File: config.mk
export PLATFORM = sky130hd
export DESIGN_NAME = mem_access
export DESIGN_NICKNAME = d
export VERILOG_FILES = /design/src/rtl/mips_pkg.sv /design/src/rtl/dmem_port_ctrl.sv /design/src/rtl/mem_access.sv
export SDC_FILE = /design/constraint.sdc
export NUM_CORES = 1
export LEC_CHECK = 0
export CORE_MARGIN = 4
export CORE_UTILIZATION = 40
export DETAILED_ROUTE_END_ITERATION = 10
export GPL_ROUTABILITY_DRIVEN = 0
export GPL_TIMING_DRIVEN = 0
export PLACE_DENSITY = 0.74
export SLEW_MARGIN = 20
export SYNTH_ARGS = -nofsm -noshare
export SYNTH_HDL_FRONTEND = slang
export SYNTH_SLANG_ARGS = --single-unit
export TNS_END_PERCENT = 30
File: constraint.sdc
create_clock -name clk -period 2.03 [get_ports clk]
set_clock_uncertainty 0.05 [all_clocks]
set_input_delay 0.203 -clock clk [delete_from_list [all_inputs] [get_ports clk]]
set_output_delay 0.203 -clock clk [all_outputs]
set_load 0.1 [all_outputs]
File: src/rtl/mips_pkg.sv
// Shared definitions for the MIPS pipeline stages.
// Control-bundle bit positions and the memory-port state type.
package mips_pkg;

    localparam int M_BRANCH    = 2;
    localparam int M_READ      = 1;
    localparam int M_WRITE     = 0;

    localparam int WB_MEM2REG  = 1;
    localparam int WB_REGWRITE = 0;

    typedef enum logic {
        IDLE,
        REQ
    } mem_state_t;

endpackage

File: src/rtl/dmem_port_ctrl.sv
// Data-memory request/acknowledge port controller.
// Owns the access FSM, wait counter, dmem_* registers and the stall.
module dmem_port_ctrl
    import mips_pkg::*;
#(
    parameter int TIMEOUT = 16
) (
    input  logic        clk,
    input  logic        rst_n,
    input  logic        start,
    input  logic        start_we,
    input  logic [31:0] start_addr,
    input  logic [31:0] start_wdata,
    input  logic        dmem_ack,
    output logic        busy,
    output logic        done,
    output logic        expire,
    output logic        stall,
    output logic        dmem_req,
    output logic        dmem_we,
    output logic [31:0] dmem_addr,
    output logic [31:0] dmem_wdata,
    output logic        bus_err
);

    localparam logic [7:0] CNT_LAST = 8'(TIMEOUT - 1);

    mem_state_t state;
    mem_state_t state_nx;
    logic [7:0] cnt;
    logic       last;

    assign last = (cnt == CNT_LAST);

    // State register
    always_ff @(posedge clk or negedge rst_n) begin
        if (!rst_n) begin
            state <= IDLE;
        end else begin
            state <= state_nx;
        end
    end

    // Next state: leave REQ on ack or when the wait budget is spent
    always_comb begin
        state_nx = state;
        unique case (state)
            IDLE: if (start) state_nx = REQ;
            REQ:  if (dmem_ack || last) state_nx = IDLE;
            default: state_nx = IDLE;
        endcase
    end

    // Outputs: stall released in the cycle the access resolves; low in reset
    always_comb begin
        busy   = (state == REQ);
        done   = busy & dmem_ack;
        expire = busy & ~dmem_ack & last;
        if (busy) begin
            stall = rst_n & ~(dmem_ack | last);
        end else begin
            stall = rst_n & start;
        end
    end

    // Request registers, wait counter and bus-error pulse
    always_ff @(posedge clk or negedge rst_n) begin
        if (!rst_n) begin
            dmem_req   <= 1'b0;
            dmem_we    <= 1'b0;
            dmem_addr  <= '0;
            dmem_wdata <= '0;
            bus_err    <= 1'b0;
            cnt        <= '0;
        end else begin
            bus_err <= 1'b0;
            unique case (state)
                IDLE: begin
                    if (start) begin
                        dmem_req   <= 1'b1;
                        dmem_we    <= start_we;
                        dmem_addr  <= start_addr;
                        dmem_wdata <= start_wdata;
                        cnt        <= '0;
                    end
                end
                REQ: begin
                    if (dmem_ack) begin
                        dmem_req <= 1'b0;
                    end else if (last) begin
                        dmem_req <= 1'b0;
                        bus_err  <= 1'b1;
                    end else begin
                        cnt <= cnt + 8'd1;
                    end
                end
                default: dmem_req <= 1'b0;
            endcase
        end
    end

endmodule

File: src/rtl/mem_access.sv
// MEM stage: branch resolve, alignment check and the MEM/WB register.
// Memory handshaking is delegated to dmem_port_ctrl.
module mem_access
    import mips_pkg::*;
#(
    parameter int TIMEOUT = 16
) (
    input  logic        clk,
    input  logic        rst_n,
    input  logic [31:0] res,
    input  logic [31:0] write_data_ex,
    input  logic [4:0]  write_register,
    input  logic        zero,
    input  logic [2:0]  m_MEM,
    input  logic [1:0]  wb_MEM,
    output logic        pc_src,
    output logic        stall,
    output logic        dmem_req,
    output logic        dmem_we,
    output logic [31:0] dmem_addr,
    output logic [31:0] dmem_wdata,
    input  logic [31:0] dmem_rdata,
    input  logic        dmem_ack,
    output logic [31:0] read_data_wb,
    output logic [31:0] alu_res_wb,
    output logic [4:0]  write_register_wb,
    output logic [1:0]  wb_WB,
    output logic        bus_err,
    output logic        misalign
);

    logic is_acc;
    logic is_load;
    logic mis;
    logic start;
    logic busy;
    logic done;
    logic expire;
    logic waiting;

    assign is_acc  = m_MEM[M_READ] | m_MEM[M_WRITE];
    assign is_load = m_MEM[M_READ] & ~m_MEM[M_WRITE];
    assign mis     = is_acc & (res[1:0] != 2'b00);
    assign start   = is_acc & ~mis;
    assign waiting = busy & ~done & ~expire;
    assign pc_src  = m_MEM[M_BRANCH] & zero & ~stall;

    dmem_port_ctrl #(
        .TIMEOUT(TIMEOUT)
    ) u_ctrl (
        .clk        (clk),
        .rst_n      (rst_n),
        .start      (start),
        .start_we   (m_MEM[M_WRITE]),
        .start_addr (res),
        .start_wdata(write_data_ex),
        .dmem_ack   (dmem_ack),
        .busy       (busy),
        .done       (done),
        .expire     (expire),
        .stall      (stall),
        .dmem_req   (dmem_req),
        .dmem_we    (dmem_we),
        .dmem_addr  (dmem_addr),
        .dmem_wdata (dmem_wdata),
        .bus_err    (bus_err)
    );

    // MEM/WB register: real result, squashed result, or bubble
    always_ff @(posedge clk or negedge rst_n) begin
        if (!rst_n) begin
            read_data_wb      <= '0;
            alu_res_wb        <= '0;
            write_register_wb <= '0;
            wb_WB             <= '0;
            misalign          <= 1'b0;
        end else begin
            misalign <= 1'b0;
            unique case (1'b1)
                done: begin
                    alu_res_wb        <= res;
                    write_register_wb <= write_register;
                    wb_WB             <= wb_MEM;
                    if (is_load) read_data_wb <= dmem_rdata;
                end
                expire: begin
                    alu_res_wb        <= res;
                    write_register_wb <= write_register;
                    wb_WB             <= 2'b00;
                end
                waiting: begin
                    wb_WB <= 2'b00;
                end
                (~busy & mis): begin
                    alu_res_wb        <= res;
                    write_register_wb <= write_register;
                    wb_WB             <= 2'b00;
                    misalign          <= 1'b1;
                end
                (~busy & start): begin
                    wb_WB <= 2'b00;
                end
                (~busy & ~is_acc): begin
                    alu_res_wb        <= res;
                    write_register_wb <= write_register;
                    wb_WB             <= wb_MEM;
                end
                default: wb_WB <= 2'b00;
            endcase
        end
    end

endmodule

==> qor.yml, run 1 <==
timing.rr.start: "u_ctrl.cnt[0]$_DFFE_PN0P_"
row_count: 43
portBuffers: 249
cts_sinks: 148
wl_um: 16820
rsz0062_at_grt: "true"
synth-edff-count: 0
postRouteAntennaNets: 0
combPwrFrac: 0.457
slew-limit-headroom: 0.3261
status: "finished, violations left"
muxShareOfSynthArea: 0.1451
finalSetupViolCount: 2
synthTopCellsByCount: "195 x nand2_1, 148 x dfrtp_1, 62 x mux2_2"
synth_seq_area_share: 0.6450
required_ps: 1780
p_int_uw: 7208
ios: 251
grt_pass1_vias: 5032
finalHoldViolations: 54
layout-drive-gt1-share: 0.1782
yosys_warnings: 0
grt_max_degree: 97
synthAdderAreaFrac: 0.002179
setup_slack_ps: -182.6
gr-usage-all-layers: 0.2086
tns_ps: -315.3
initial_core_util: 0.4105
cts_tree: "done"
syn_area_um2: 5742
ir_worst_vdd_uv: 1134
die_height_um: 127.8
grt_pass1_wl_um: 26280
root_buffer: "clkbuf_16"
fmax_mhz: 452.0
yosys-top-cells-area: "dfrtp_1 65%, nand2_1 13%, mux2_2 12%"
syn_nets: 599
startpoint_type: "flop"
drv_cap: 0
synth.most_common_cell: "nand2_1"
post_drt_wl_per_cell_um: 17.52
p_per_area_nw_per_um2: 1509
use_met2: 0.3638
hold_slack_ps: -343.1
p_leak_uw: 0.004602
cts_max_path_buffers: 2
p_total_uw: 13790
synth-simple-area-share: 0.1647
yosys.area.top_type: "dfrtp_1"
tightestPinTransition_ps: 1015
insertion_delay_ps: 410
p_sw_frac: 0.4774
avgSynthCellArea_um2: 11.77
postLayoutCellArea_um2: 9143
ys_seq_elements: 148
nFillCells: 1147
synth_compound_area_frac: 0.02048
grtUsageMet3: 0.06375
cp.arrival_ps: 1960
syn2layout_area_growth_pct: 59.23
die_w_um: 127.8
r2r_end: "alu_res_wb[29]$_DFFE_PN0P_"
viasPerCell: 4.782
r2r_setup_slack_ps: 20
path_clk_slew_ps: 60
drtPass1Iterations: 4
dpl_cell_area_um2: 8504
worstSetupPathType: "reg -> out"
first_iter_violations: 198
top_usage_layer: "met2"
cts_inserted_buffers: 17
reg2regPathDepth: 8
failed_checks: "negative hold slack, negative setup slack"
path_max_fanout: 3
antenna_found_initial: 0
synth_cells: 488
grt_overflow: 0
min_period_ps: 2213
min_path_type: "in -> async"
fin_nets: 879
pwr-share-clk: 0.262
die_area_um2: 16340
core_area_um2: 13990
slew_violations: 0
yosys.cell_types.count: 34
post-route-period-util: 1.090
synth_top_family_by_area: "simple AND/OR/NAND/NOR gates"
synth_top_area_frac: 0.6450
ctsHtreeMaxLevel: 4
synth_flop_cell: "dfrtp_1"
critPathCaptureType: "output port"
share_seq_of_total_power: 0.281
use_met1: 0.2346
place_hpwl_um: 12270
insertedDiodeCount: 0
synth-xor-area-share: 0
power_switching_uw: 6585
async_reset_ff_frac: 1.000
post-route-drc-count: 0
final_util: 0.6536
via_count: 4591
## cell usage in the layout, fill, tap and decap left out, types with 2 or more instances in the layout
cell type	instances
dlygate4sd2_1	139
buf_2	15
mux2_4	7
and3_1	2
nor3_1	3
clkdlybuf4s50_1	107
clkbuf_1	8
nor4_1	2
mux2i_1	3
nor2b_1	2
o2bb2ai_1	3
dfrtp_1	148
a21oi_4	2
mux2_2	62
and2_1	2
buf_12	2
buf_4	11
o21ai_0	3
bufinv_16	7
nand2b_1	2
nand2_1	195
nand3_1	5
clkinv_2	2
a21o_1	2
nor2_1	5
clkbuf_16	17
a21oi_1	3
buf_8	3
## power groups by stage
stage / clock, uW / sequential, uW / combinational (uW)
floorplan: 0 / 8060 / 730
global placement: 0 / 3910 / 6570
detailed placement: 0 / 3950 / 6620
CTS: 3680 / 3880 / 6340
global route: 3800 / 3950 / 6500
finish: 3610 / 3880 / 6300
## sequential cells by signal, summed over array words and instances (netlist names), 2 cells and up
register           cells
alu_res_wb            32
read_data_wb          32
u_ctrl.dmem_addr      32
u_ctrl.dmem_wdata     32
u_ctrl.cnt             8
write_register_wb      5
wb_WB                  2
## how the worst max path moves through the flow
stage	startpoint	to	cells after the start
5_1_grt	u_ctrl.cnt[0]$_DFFE_PN0P_	stall	8
3_5_place_dp	u_ctrl.cnt[0]$_DFFE_PN0P_	stall	8
3_3_place_gp	rst_n	stall	3
4_1_cts	u_ctrl.cnt[0]$_DFFE_PN0P_	stall	8
2_1_floorplan	u_ctrl.cnt[0]$_DFFE_PN0P_	stall	7
6_report	u_ctrl.cnt[0]$_DFFE_PN0P_	stall	8
## metrics by stage
stage               worst slack (ps)  hold slack [ps]  cells
floorplan                     -42.52           -142.6    488
global placement               -5619            408.4    917
detailed placement             -1038            103.4    918
CTS                           -194.5           -349.3    959
global route                  -249.5           -324.2    960
finish                        -182.6           -343.1    960
## worst max-delay path: stages, from the launching register on
cell	delay, ps
dfrtp_1	410
ha_4	170
and4b_4	200
a21oi_4	170
nor2_4	70
buf_8	130
inv_8	50
and2_4	160
buf_12	170
## layout make-up
class	count	area [um2]	area share
flip-flops and latches	148	3704	0.4051
repair buffers	261	2454	0.2684
multi-input cells	315	1936	0.2117
clock buffers	21	450.4	0.04927
clock inverters	10	227.7	0.02491
well taps	180	225.2	0.02463
plain buffers	23	131.4	0.01437
inverters	2	15.01	0.001642
## timing repair
action	4_1_cts	5_1_grt
pin swaps	5	1
cloned	0	0
setup endpoints to repair	171	21
gates resized for setup	165	1
hold endpoints to repair	54	54
buffers inserted	10	1
## per-layer routing
metal / wire [um] / part of all wire / up-vias
li1: - / - / 2153
met1: 6364 / 0.38 / 2245
met2: 8868 / 0.53 / 155
met3: 1039 / 0.062 / 38
met4: 549 / 0.033 / 0
met5: 0 / 0 / -
## cell families after synthesis
family,after synthesis
buffers and inverters,25
AOI/OAI and AO/OA,16
adders and majority gates,1
and+or+nand+nor,226
DFF,148
muxes,72
(Power assumes the default switching activity.)
==> inputs of run 2 (changes only) <==
--- a/config.mk
+++ b/config.mk
@@ -5,13 +5,13 @@
 export SDC_FILE = /design/constraint.sdc
 export NUM_CORES = 1
 export LEC_CHECK = 0
+export CAP_MARGIN = 20
 export CORE_MARGIN = 4
 export CORE_UTILIZATION = 40
 export DETAILED_ROUTE_END_ITERATION = 10
 export GPL_ROUTABILITY_DRIVEN = 0
 export GPL_TIMING_DRIVEN = 0
 export PLACE_DENSITY = 0.74
-export SLEW_MARGIN = 20
 export SYNTH_ARGS = -nofsm -noshare
 export SYNTH_HDL_FRONTEND = slang
 export SYNTH_SLANG_ARGS = --single-unit
==> qor.yml, run 2 (synthesized netlist as in run 1, its figures left out) <==
root_buffer: "clkbuf_16"
p_leak_uw: 0.004578
reg2regPathDepth: 8
place_hpwl_um: 12200
slowest_stage: "dfrtp_1"
startpoint_type: "flop"
portBuffers: 249
insertion_delay_ps: 410
cp.arrival_ps: 1960
post_drt_wl_per_cell_um: 17.04
post-route-drc-count: 0
gr-usage-all-layers: 0.2053
final_common_cell: "nand2_1"
cts_inserted_buffers: 17
p_per_area_nw_per_um2: 1492
wl_um: 16380
r2r_setup_slack_ps: -10
tightestPinTransition_ps: 1030
first_iter_violations: 161
antenna_found_initial: 0
pwr-share-clk: 0.252
slew_violations: 0
viasPerCell: 4.775
cts_max_path_buffers: 2
slew-limit-headroom: 0.3158
status: "finished, violations left"
die_w_um: 127.8
fmax_mhz: 452.5
multi_input_area_um2: 1936
p_int_uw: 6976
min_period_ps: 2210
r2r_end: "alu_res_wb[28]$_DFFE_PN0P_"
p_sw_frac: 0.4871
path_max_fanout: 3
combPwrFrac: 0.463
fin_nets: 879
register_area_um2: 3704
die_height_um: 127.8
p_total_uw: 13600
via_count: 4589
critPathCaptureType: "output port"
rsz0062_at_grt: "true"
ios: 251
initial_core_util: 0.4105
layout_common_cells: "195 x nand2_1, 148 x dfrtp_1, 139 x dlygate4sd2_1"
core_area_um2: 13990
grt_pass1_wl_um: 25940
nFillCells: 1144
path_cells: "ha_4 > and4b_4 > a21oi_4 > nor2_4 > buf_8 > inv_8 > and2_4 > buf_12"
die_area_um2: 16340
worstSetupPathType: "reg -> out"
finalHoldViolations: 54
power_switching_uw: 6625
drtPass1Iterations: 4
path_clk_slew_ps: 60
cts_sinks: 148
hold_slack_ps: -311.0
grt_max_degree: 97
post-route-period-util: 1.089
ctsHtreeMaxLevel: 4
share_seq_of_total_power: 0.285
failed_checks: "negative hold slack, negative setup slack"
setup_slack_ps: -180.2
layout-drive-gt1-share: 0.1805
insertedDiodeCount: 0
row_count: 43
min_path_type: "in -> async"
cp-startpoint: "u_ctrl.cnt[0]$_DFFE_PN0P_"
required_ps: 1780
syn2layout_area_growth_pct: 58.75
postRouteAntennaNets: 0
grt_overflow: 0
slowest_delay_ps: 410
grt_pass1_vias: 5007
ir_worst_vdd_uv: 1131
timing.rr.start: "u_ctrl.cnt[0]$_DFFE_PN0P_"
drv_cap: 0
cts_tree: "done"
endpoint: "stall"
finalSetupViolCount: 6
-- run 2: power by group through the flow --
stage	registers [uW]	clock network [uW]	logic, uW
after floorplan	8060	0	730
after global placement	3910	0	6570
after detailed placement	3950	0	6620
after CTS	3880	3500	6320
after global routing	3940	3650	6490
final	3870	3430	6300
-- run 2: cell type report --
| cell class | count | share of cell area |
|---|---|---|
| timing repair buffer | 261 | 0.2688 |
| clock buffer | 20 | 0.04900 |
| tap | 180 | 0.02471 |
| sequential | 148 | 0.4063 |
| buffer | 23 | 0.01496 |
| clock inverter | 12 | 0.02224 |
| multi-input combinational | 315 | 0.2124 |
| inverter | 2 | 0.001647 |
-- run 2: timing repair --
item | in CTS | in global routing
gates resized for setup | 165 | 6
setup endpoints to repair | 171 | 30
hold endpoints to repair | 54 | 54
buffers inserted | 9 | 2
pin swaps | 4 | 3
-- run 2: worst min-delay path by stage --
stage | start | endpoint | slack (ps) | cells past startpoint
2_1_floorplan | rst_n | alu_res_wb[0]$_DFFE_PN0P_ | -140 | 0
3_3_place_gp | u_ctrl.dmem_addr[16]$_DFFE_PN0P_ | u_ctrl.dmem_addr[16]$_DFFE_PN0P_ | 410 | 2
3_5_place_dp | rst_n | read_data_wb[30]$_DFFE_PN0P_ | 150 | 1
4_1_cts | rst_n | read_data_wb[30]$_DFFE_PN0P_ | -310 | 1
5_1_grt | rst_n | read_data_wb[30]$_DFFE_PN0P_ | -280 | 1
6_report | rst_n | read_data_wb[30]$_DFFE_PN0P_ | -310 | 1
-- run 2: routing by layer --
metal | GRT usage | vias up | wire (um)
met5 | 0 | - | 0
met4 | 0.07615 | 0 | 370
met3 | 0.07833 | 26 | 1110
met2 | 0.3604 | 156 | 8729
met1 | 0.2255 | 2249 | 6167
li1 | - | 2158 | -
-- run 2: worst max-delay path: cells and delay by family, from the launching register on --
| kind | cells | cell delay, ps |
|---|---|---|
| AO/OA/AOI/OAI | 1 | 180 |
| adder cells (fa/ha/maj) | 1 | 180 |
| flip-flops | 1 | 410 |
| buffers and inverters | 3 | 360 |
| AND/OR/NAND/NOR | 3 | 400 |
-- run 2: metrics by stage --
| step | util | TNS [ps] | area, um2 | instances | setup slack, ps |
|---|---|---|---|---|---|
| after floorplan | - | -83.22 | 5754 | 488 | -42.52 |
| after global placement | 0.6056 | -775540 | 8472 | 917 | -5619 |
| after detailed placement | 0.6077 | -6436 | 8501 | 918 | -1032 |
| after CTS | 0.6500 | -382.1 | 9092 | 959 | -196.0 |
| after global routing | 0.6516 | -1020 | 9115 | 961 | -244.6 |
| final | 0.6516 | -350.2 | 9115 | 961 | -180.2 |
